`src/rtl/ann_pkg.sv`:
```
// Shared types and helpers for the accuracy scoring stage.
package ann_pkg;

  typedef enum logic [2:0] {
    IDLE   = 3'd0,
    CAPT   = 3'd1,
    MULT   = 3'd2,
    DIV    = 3'd3,
    REPORT = 3'd4
  } tracker_state_t;

  // Accuracy is expressed in integer percent.
  localparam int PCT_SCALE = 100;

  // Index of the set bit of a one-hot vector (highest set bit wins if not one-hot).
  function automatic int unsigned onehot_to_idx(input logic [63:0] vec);
    int unsigned idx;
    idx = 0;
    for (int unsigned i = 0; i < 64; i++) begin
      if (vec[i]) idx = i;
    end
    return idx;
  endfunction

endpackage

```
`src/rtl/accuracy_tracker_if.sv`:
```
// Bundle of the scoring stage's sample input, class read port and status outputs.
interface accuracy_tracker_if #(
  parameter int NUM_CLASSES = 10,
  parameter int CNT_W       = 8,
  parameter int ACC_W       = 9,
  parameter int SEL_W       = $clog2(NUM_CLASSES)
);
  logic                   final_done;
  logic [NUM_CLASSES-1:0] final_out;
  logic [NUM_CLASSES-1:0] expected;
  logic [SEL_W-1:0]       class_sel;
  logic [CNT_W-1:0]       class_hits;
  logic [CNT_W-1:0]       correct_count;
  logic [CNT_W-1:0]       total_count;
  logic [ACC_W-1:0]       accuracy;
  logic                   accuracy_valid;
  logic                   begin_next;
  logic                   busy;
  logic                   run_done;
  logic                   overrun;

  // Producer side: the inference datapath / loader driving samples in.
  modport master (
    output final_done, final_out, expected, class_sel,
    input  class_hits, correct_count, total_count, accuracy,
    input  accuracy_valid, begin_next, busy, run_done, overrun
  );

  // Tracker side.
  modport slave (
    input  final_done, final_out, expected, class_sel,
    output class_hits, correct_count, total_count, accuracy,
    output accuracy_valid, begin_next, busy, run_done, overrun
  );
endinterface

```
`src/rtl/seq_divider.sv`:
```
// Unsigned restoring divider, one quotient bit per cycle, MSB first.
// done_o is high during the cycle whose closing edge retires the last bit,
// so quotient_o holds the final result from the following cycle on.
module seq_divider #(
  parameter int DIV_W = 15
) (
  input  logic             clk,
  input  logic             rst_n,
  input  logic             start_i,
  input  logic [DIV_W-1:0] dividend_i,
  input  logic [DIV_W-1:0] divisor_i,
  output logic             done_o,
  output logic [DIV_W-1:0] quotient_o,
  output logic [DIV_W-1:0] remainder_o
);
  localparam int CW = $clog2(DIV_W + 1);

  logic             active_q;
  logic [CW-1:0]    cnt_q;
  logic [DIV_W-1:0] dq_q, dq_d;
  logic [DIV_W:0]   rem_q, rem_d;
  logic [DIV_W-1:0] dvs_q;
  logic [DIV_W:0]   rem_sh;
  logic             q_bit;

  // One restoring step; a zero divisor yields quotient bits of 0.
  always_comb begin
    rem_sh = {rem_q[DIV_W-1:0], dq_q[DIV_W-1]};
    q_bit  = (dvs_q != '0) && (rem_sh >= {1'b0, dvs_q});
    rem_d  = q_bit ? (rem_sh - {1'b0, dvs_q}) : rem_sh;
    dq_d   = {dq_q[DIV_W-2:0], q_bit};
  end

  // Iteration control: load on start, count down DIV_W steps.
  always_ff @(posedge clk) begin
    if (!rst_n) begin
      active_q <= 1'b0;
      cnt_q    <= '0;
    end else if (start_i && !active_q) begin
      active_q <= 1'b1;
      cnt_q    <= CW'(DIV_W);
    end else if (active_q) begin
      cnt_q <= cnt_q - CW'(1);
      if (cnt_q == CW'(1)) active_q <= 1'b0;
    end
  end

  // Operand/partial-result registers; dividend shifts out as quotient shifts in.
  always_ff @(posedge clk) begin
    if (start_i && !active_q) begin
      dq_q  <= dividend_i;
      rem_q <= '0;
      dvs_q <= divisor_i;
    end else if (active_q) begin
      dq_q  <= dq_d;
      rem_q <= rem_d;
    end
  end

  assign done_o      = active_q && (cnt_q == CW'(1));
  assign quotient_o  = dq_q;
  assign remainder_o = rem_q[DIV_W-1:0];

endmodule

```
`src/rtl/accuracy_tracker.sv`:
```
// Scores each network decision against its label, keeps running and per-class
// counts, and reports integer accuracy before releasing the next sample.
module accuracy_tracker
  import ann_pkg::*;
#(
  parameter int NUM_CLASSES = 10,
  parameter int MAX_INPUTS  = 200,
  parameter int ACC_W       = 9,
  parameter int CNT_W       = $clog2(MAX_INPUTS + 1),
  parameter int DIV_W       = $clog2(MAX_INPUTS * 100 + 1)
) (
  input logic               clk,
  input logic               rst_vals_n,
  accuracy_tracker_if.slave bus
);
  localparam int SEL_W = $clog2(NUM_CLASSES);

  tracker_state_t         state_q, state_d;
  logic [NUM_CLASSES-1:0] out_q, exp_q;
  logic [CNT_W-1:0]       total_q, correct_q;
  logic [CNT_W-1:0]       hits_q [NUM_CLASSES];
  logic [ACC_W-1:0]       acc_q;
  logic                   vld_q, run_done_q, overrun_q;
  logic                   accept, match;
  logic [SEL_W-1:0]       exp_idx;
  logic                   div_start, div_done;
  logic [DIV_W-1:0]       dividend, divisor, quot, rem;
  logic                   unused_div_bits;

  assign accept    = bus.final_done && !run_done_q && (state_q == IDLE);
  assign match     = (out_q == exp_q) && $onehot(exp_q);
  assign exp_idx   = SEL_W'(onehot_to_idx(64'(exp_q)));
  assign div_start = (state_q == MULT);
  assign dividend  = DIV_W'(correct_q) * DIV_W'(PCT_SCALE);
  assign divisor   = DIV_W'(total_q);
  assign unused_div_bits = ^{quot[DIV_W-1:ACC_W], rem};

  seq_divider #(.DIV_W(DIV_W)) u_div (
    .clk         (clk),
    .rst_n       (rst_vals_n),
    .start_i     (div_start),
    .dividend_i  (dividend),
    .divisor_i   (divisor),
    .done_o      (div_done),
    .quotient_o  (quot),
    .remainder_o (rem)
  );

  // Sequence one sample through capture, scaling, divide and report.
  always_comb begin
    state_d = state_q;
    case (state_q)
      IDLE:    if (accept) state_d = CAPT;
      CAPT:    state_d = MULT;
      MULT:    state_d = DIV;
      DIV:     if (div_done) state_d = REPORT;
      REPORT:  state_d = IDLE;
      default: state_d = IDLE;
    endcase
  end

  // Control state, counters, result and sticky flags.
  always_ff @(posedge clk) begin
    if (!rst_vals_n) begin
      state_q    <= IDLE;
      total_q    <= '0;
      correct_q  <= '0;
      for (int i = 0; i < NUM_CLASSES; i++) hits_q[i] <= '0;
      acc_q      <= '0;
      vld_q      <= 1'b0;
      run_done_q <= 1'b0;
      overrun_q  <= 1'b0;
    end else begin
      state_q <= state_d;
      vld_q   <= (state_q == REPORT);
      if (bus.final_done && (state_q != IDLE)) overrun_q <= 1'b1;
      if (state_q == CAPT) begin
        if (total_q != CNT_W'(MAX_INPUTS)) total_q <= total_q + CNT_W'(1);
        if (match) begin
          if (correct_q != CNT_W'(MAX_INPUTS)) correct_q <= correct_q + CNT_W'(1);
          if (hits_q[exp_idx] != CNT_W'(MAX_INPUTS))
            hits_q[exp_idx] <= hits_q[exp_idx] + CNT_W'(1);
        end
      end
      if (state_q == REPORT) begin
        acc_q <= quot[ACC_W-1:0];
        if (total_q == CNT_W'(MAX_INPUTS)) run_done_q <= 1'b1;
      end
    end
  end

  // Sample capture; plain data, only meaningful once CAPT follows.
  always_ff @(posedge clk) begin
    if (accept) begin
      out_q <= bus.final_out;
      exp_q <= bus.expected;
    end
  end

  // Per-class hit read port; out-of-range selects read as zero.
  always_comb begin
    bus.class_hits = '0;
    if (int'(bus.class_sel) < NUM_CLASSES) bus.class_hits = hits_q[bus.class_sel];
  end

  assign bus.correct_count  = correct_q;
  assign bus.total_count    = total_q;
  assign bus.accuracy       = acc_q;
  assign bus.accuracy_valid = vld_q;
  assign bus.begin_next     = vld_q;
  assign bus.busy           = (state_q != IDLE);
  assign bus.run_done       = run_done_q;
  assign bus.overrun        = overrun_q;

endmodule

```
`src/flat_wrapper.sv`:
```
// flat-port wrapper written by rule: the top's interface ports become plain ports
module accuracy_tracker_flat import ann_pkg::*;
#(
  parameter int NUM_CLASSES = 10,
  parameter int MAX_INPUTS  = 200,
  parameter int ACC_W       = 9,
  parameter int CNT_W       = $clog2(MAX_INPUTS + 1),
  parameter int DIV_W       = $clog2(MAX_INPUTS * 100 + 1)
)
  (clk, rst_vals_n, bus_final_done, bus_final_out, bus_expected, bus_class_sel, bus_class_hits, bus_correct_count, bus_total_count, bus_accuracy, bus_accuracy_valid, bus_begin_next, bus_busy, bus_run_done, bus_overrun);
  accuracy_tracker_if #(.NUM_CLASSES(NUM_CLASSES), .CNT_W(CNT_W), .ACC_W(ACC_W)) bus_i ();
  input logic clk;
  input logic rst_vals_n;
  input wire logic [$bits(bus_i.final_done)-1:0] bus_final_done;
  input wire logic [$bits(bus_i.final_out)-1:0] bus_final_out;
  input wire logic [$bits(bus_i.expected)-1:0] bus_expected;
  input wire logic [$bits(bus_i.class_sel)-1:0] bus_class_sel;
  output wire logic [$bits(bus_i.class_hits)-1:0] bus_class_hits;
  output wire logic [$bits(bus_i.correct_count)-1:0] bus_correct_count;
  output wire logic [$bits(bus_i.total_count)-1:0] bus_total_count;
  output wire logic [$bits(bus_i.accuracy)-1:0] bus_accuracy;
  output wire logic [$bits(bus_i.accuracy_valid)-1:0] bus_accuracy_valid;
  output wire logic [$bits(bus_i.begin_next)-1:0] bus_begin_next;
  output wire logic [$bits(bus_i.busy)-1:0] bus_busy;
  output wire logic [$bits(bus_i.run_done)-1:0] bus_run_done;
  output wire logic [$bits(bus_i.overrun)-1:0] bus_overrun;
  assign bus_i.final_done = bus_final_done;
  assign bus_i.final_out = bus_final_out;
  assign bus_i.expected = bus_expected;
  assign bus_i.class_sel = bus_class_sel;
  assign bus_class_hits = bus_i.class_hits;
  assign bus_correct_count = bus_i.correct_count;
  assign bus_total_count = bus_i.total_count;
  assign bus_accuracy = bus_i.accuracy;
  assign bus_accuracy_valid = bus_i.accuracy_valid;
  assign bus_begin_next = bus_i.begin_next;
  assign bus_busy = bus_i.busy;
  assign bus_run_done = bus_i.run_done;
  assign bus_overrun = bus_i.overrun;
  accuracy_tracker #(.NUM_CLASSES(NUM_CLASSES), .MAX_INPUTS(MAX_INPUTS), .ACC_W(ACC_W), .CNT_W(CNT_W), .DIV_W(DIV_W)) u_core (.clk(clk), .rst_vals_n(rst_vals_n), .bus(bus_i));
endmodule
```
`config.mk`:
```
export PLATFORM = sky130hd
export DESIGN_NAME = accuracy_tracker_flat
export DESIGN_NICKNAME = d
export VERILOG_FILES = /design/src/rtl/ann_pkg.sv /design/src/rtl/accuracy_tracker_if.sv /design/src/rtl/seq_divider.sv /design/src/rtl/accuracy_tracker.sv /design/src/flat_wrapper.sv
export SDC_FILE = /design/constraint.sdc
export NUM_CORES = 1
export LEC_CHECK = 0
export CORE_ASPECT_RATIO = 2
export CORE_MARGIN = 5
export CORE_UTILIZATION = 25
export CTS_CLUSTER_DIAMETER = 50
export CTS_CLUSTER_SIZE = 8
export DETAILED_ROUTE_END_ITERATION = 6
export GPL_TIMING_DRIVEN = 0
export PLACE_DENSITY = 0.44
export SYNTH_ARGS = -nofsm -noshare
export SYNTH_HDL_FRONTEND = slang
export SYNTH_SLANG_ARGS = --single-unit
```
`constraint.sdc`:
```
create_clock -name clk -period 10.9 [get_ports clk]
set_input_delay 1.09 -clock clk [delete_from_list [all_inputs] [get_ports clk]]
set_output_delay 1.09 -clock clk [all_outputs]
set_load 0.005 [all_outputs]
```
==> impl_metrics.yaml <==
run_status:
  status: "complete, no violations"
worst_setup_path:
  rrSetupSlack_ps: 4090
  r2r_start: "u_core.exp_q[9]"
  crit_required_ps: 11130
  crit_buf_inv: 6
  worstSetupEndpointType: "flop"
  cp_top_family: "simple AND/OR/NAND/NOR gates"
  cpPeakStageDelay_ps: 1120
  rr_worst_depth: 17
  setup.worst_path.class: "reg -> reg"
  slowest_stage: "nor4_1"
  timing.rr.end: "u_core.hits_q[8][1]"
  critPathLaunchType: "flop"
  cp_max_fo: 10
  path_cells: "buf_2, inv_1, ha_1, inv_1, fa_1, fa_1, inv_1, fa_1, inv_1, fa_1, a2111oi_0, o21ai_0, nor4_1, and2_0, nand3_1, o21ai_1, buf_6"
  arrival_ps: 7040
pwr:
  cellPowerDensity_nw_per_um2: 173.4
  p_leak_nw: 5.383
  peakVddDrop_uv: 101.5
routing:
  dr.pass1.iters: 5
  viasPerCell: 4.948
  antenna_left: 0
  drtIter0Drc: 424
  drc_errors: 0
  avgRoutedWirePerCell_um: 23.62
  vias: 9021
  routed_wl_um: 43070
final_layout:
  drive_gt1_share_pct: 13.35
  nNetsFinal: 1268
  nFillCells: 4968
  design_area_um2: 14610
  n_antenna_cell: 0
  fin_cells: 1823
  final_common_cell: "edfxtp_1"
  final_cell_mix: "169 x edfxtp_1, 75 x nand2_1, 72 x inv_1, 65 x nor2_1, 61 x clkdlybuf4s50_1"
  area_delta_synth_final_pct: 22.04
grt:
  grt_pass1_vias: 9570
  grt_max_degree: 20
  overflow: 0
  grt_pass1_wl_um: 62830
  antenna_found_initial: 0
  grtUsageTotal_pct: 16.31
floorplan:
  boundaryPins: 65
  core_um2: 47510
  row_count: 113
  start_util_pct: 25.19
  die_x_um: 164.7
  die_h_um: 319.4
  die-area_um2: 52620
clock_network:
  clockBufferDepth: 3
  cts_buffers: 36
  clock_sinks: 222
  cts_hold_buffers: 0
  cts_resized: 0
  clock_latency_ps: 520
  htreeDepth: 2
  cts_tree: "built"
  root_buffer: "clkbuf_16"
  postCtsSetupBuffers: 0
  clkTransAtPathRegs_ps: 50
run:
  maxCapViolCount: 0
min_path:
  hold_end: "u_core.u_div.rem_q[14]"
  hold_start: "u_core.u_div.rem_q[14]"
  min_path_cells: 2
  hold_path_class: "reg -> reg"
synth:
  ys_types: 81
  yosys_most_used_dff: "edfxtp_1"
  postSynthCellCount: 1060
  ys_seq_elements: 222
  synth-edff-count: 169
  synth_nets: 1152
  synth_warnings: 0
  ys_seq_area_share_pct: 51.26
  syn_area_um2: 11970
  synth-async-reset-ratio_pct: 0
  avgSynthCellArea_um2: 11.29
timing:
  tns_ps: 0
  slew_headroom_pct: 11.70
  rsz0062_at_grt: "no"
  min_period_over_period_pct: 62.49
  worst_pin_slew_ps: 1312
  min_period_ps: 6812
  drv_slew: 0
  clock_skew_ps: 31.55
  timing.fmax_ghz: 0.1468
  finalHoldViolCount: 0
  finalWorstSetupSlack_ps: 4088
  finalSetupViolCount: 0
placed_design:
  dpl_cell_area_um2: 13560
  dp_slack_ps: 4128
  dpl.hpwl_um: 34090
  buffer_ports.inserted: 61
  placedCellCount: 1769
  gp_congestion: 0.9280
-- worst min-delay path, stage by stage, from the launching register on --
cell	delay, ps
dfxtp_1	320
nand2_1	50
o21ai_0	50
-- stage by stage --
step	hold WS (ps)	power, mW	util [%]
4_1_cts	460.4	2.571	30.74
5_1_grt	474.7	2.659	30.75
3_5_place_dp	450.9	1.534	28.54
6_report	456.5	2.532	30.75
3_3_place_gp	439.5	1.524	28.14
2_1_floorplan	425.7	1.354	-
-- synth_stat cells, drive strengths merged, types with 11 or more instances --
| master | n | area (um2) |
|---|---|---|
| nor3 | 60 | 320.3 |
| and3 | 11 | 68.82 |
| nand3 | 29 | 150.1 |
| dfxtp | 53 | 1061 |
| mux2 | 19 | 214.0 |
| o21a | 12 | 90.09 |
| mux2i | 23 | 230.2 |
| a22o | 17 | 148.9 |
| o21ai | 62 | 325.3 |
| buf | 30 | 188.9 |
| a21oi | 37 | 207.7 |
| nor4 | 40 | 300.3 |
| nor2 | 67 | 261.5 |
| ha | 55 | 688.2 |
| nand2 | 76 | 287.8 |
| xnor2 | 28 | 245.2 |
| edfxtp | 169 | 5075 |
| xor2 | 13 | 113.9 |
| inv | 72 | 270.3 |
| nand4 | 17 | 106.4 |
| mux4 | 16 | 360.4 |
| clkbuf | 23 | 86.33 |
-- state kept, by name (all words and copies together) (netlist names) --
| signal | flops |
|---|---|
| u_core.state_q | 3 |
| u_core.u_div.dvs_q | 8 |
| u_core.u_div.cnt_q | 4 |
| u_core.bus.accuracy_valid | 1 |
| u_core.u_div.quotient_o | 15 |
| u_core.bus.overrun | 1 |
| u_core.out_q | 10 |
| u_core.bus.accuracy | 9 |
| u_core.bus.run_done | 1 |
| u_core.hits_q | 128 |
| u_core.u_div.active_q | 1 |
| u_core.bus.correct_count | 8 |
| u_core.exp_q | 10 |
| u_core.bus.total_count | 8 |
| u_core.u_div.rem_q | 15 |
-- power breakdown --
| group | leakage, nW | internal (mW) | switching, mW |
|---|---|---|---|
| Combinational | 2.67 | 0.192 | 0.301 |
| Sequential | 2.21 | 0.968 | 0.0515 |
| Clock | 0.508 | 0.632 | 0.388 |
-- per-layer routing --
metal | vias up | global-route usage, % | share of wire [%]
met5 | - | 0 | 0
met1 | 4394 | 13.66 | 30
li1 | 4199 | - | -
met4 | 0 | 11.88 | 8.7
met3 | 140 | 1.985 | 3.4
met2 | 288 | 33.17 | 58
-- layout make-up --
class | instances | area [um2] | share of cell area, %
Tap cell | 632 | 790.8 | 5.414
Buffer | 53 | 275.3 | 1.885
Inverter | 74 | 277.8 | 1.902
Clock inverter | 7 | 51.30 | 0.3512
Multi-Input combinational cell | 711 | 5315 | 36.39
Timing Repair Buffer | 78 | 769.5 | 5.268
Clock buffer | 46 | 991.0 | 6.784
Sequential cell | 222 | 6136 | 42.01
-- how the worst max path moves through the flow --
stage / start / end / slack [ps] / cells after the start
after global routing: u_core.exp_q[9] / u_core.hits_q[8][6] / 3740 / 17
after detailed placement: u_core.exp_q[9] / u_core.hits_q[8][4] / 4130 / 17
after CTS: u_core.exp_q[9] / u_core.hits_q[8][4] / 4080 / 17
after floorplan: u_core.exp_q[9] / u_core.hits_q[10][0] / 5720 / 16
final: u_core.exp_q[9] / u_core.hits_q[8][1] / 4090 / 17
after global placement: u_core.exp_q[9] / u_core.hits_q[8][4] / 3370 / 16
-- kinds of logic after synthesis --
family | synth area share, %
simple gates | 14.81
fa+ha+maj | 7.422
compound gates | 12.16
xor+xnor | 3.000
flops | 51.26
mux | 6.722
buf+inv | 4.620
Note: power is estimated with default switching activity, not from simulation.
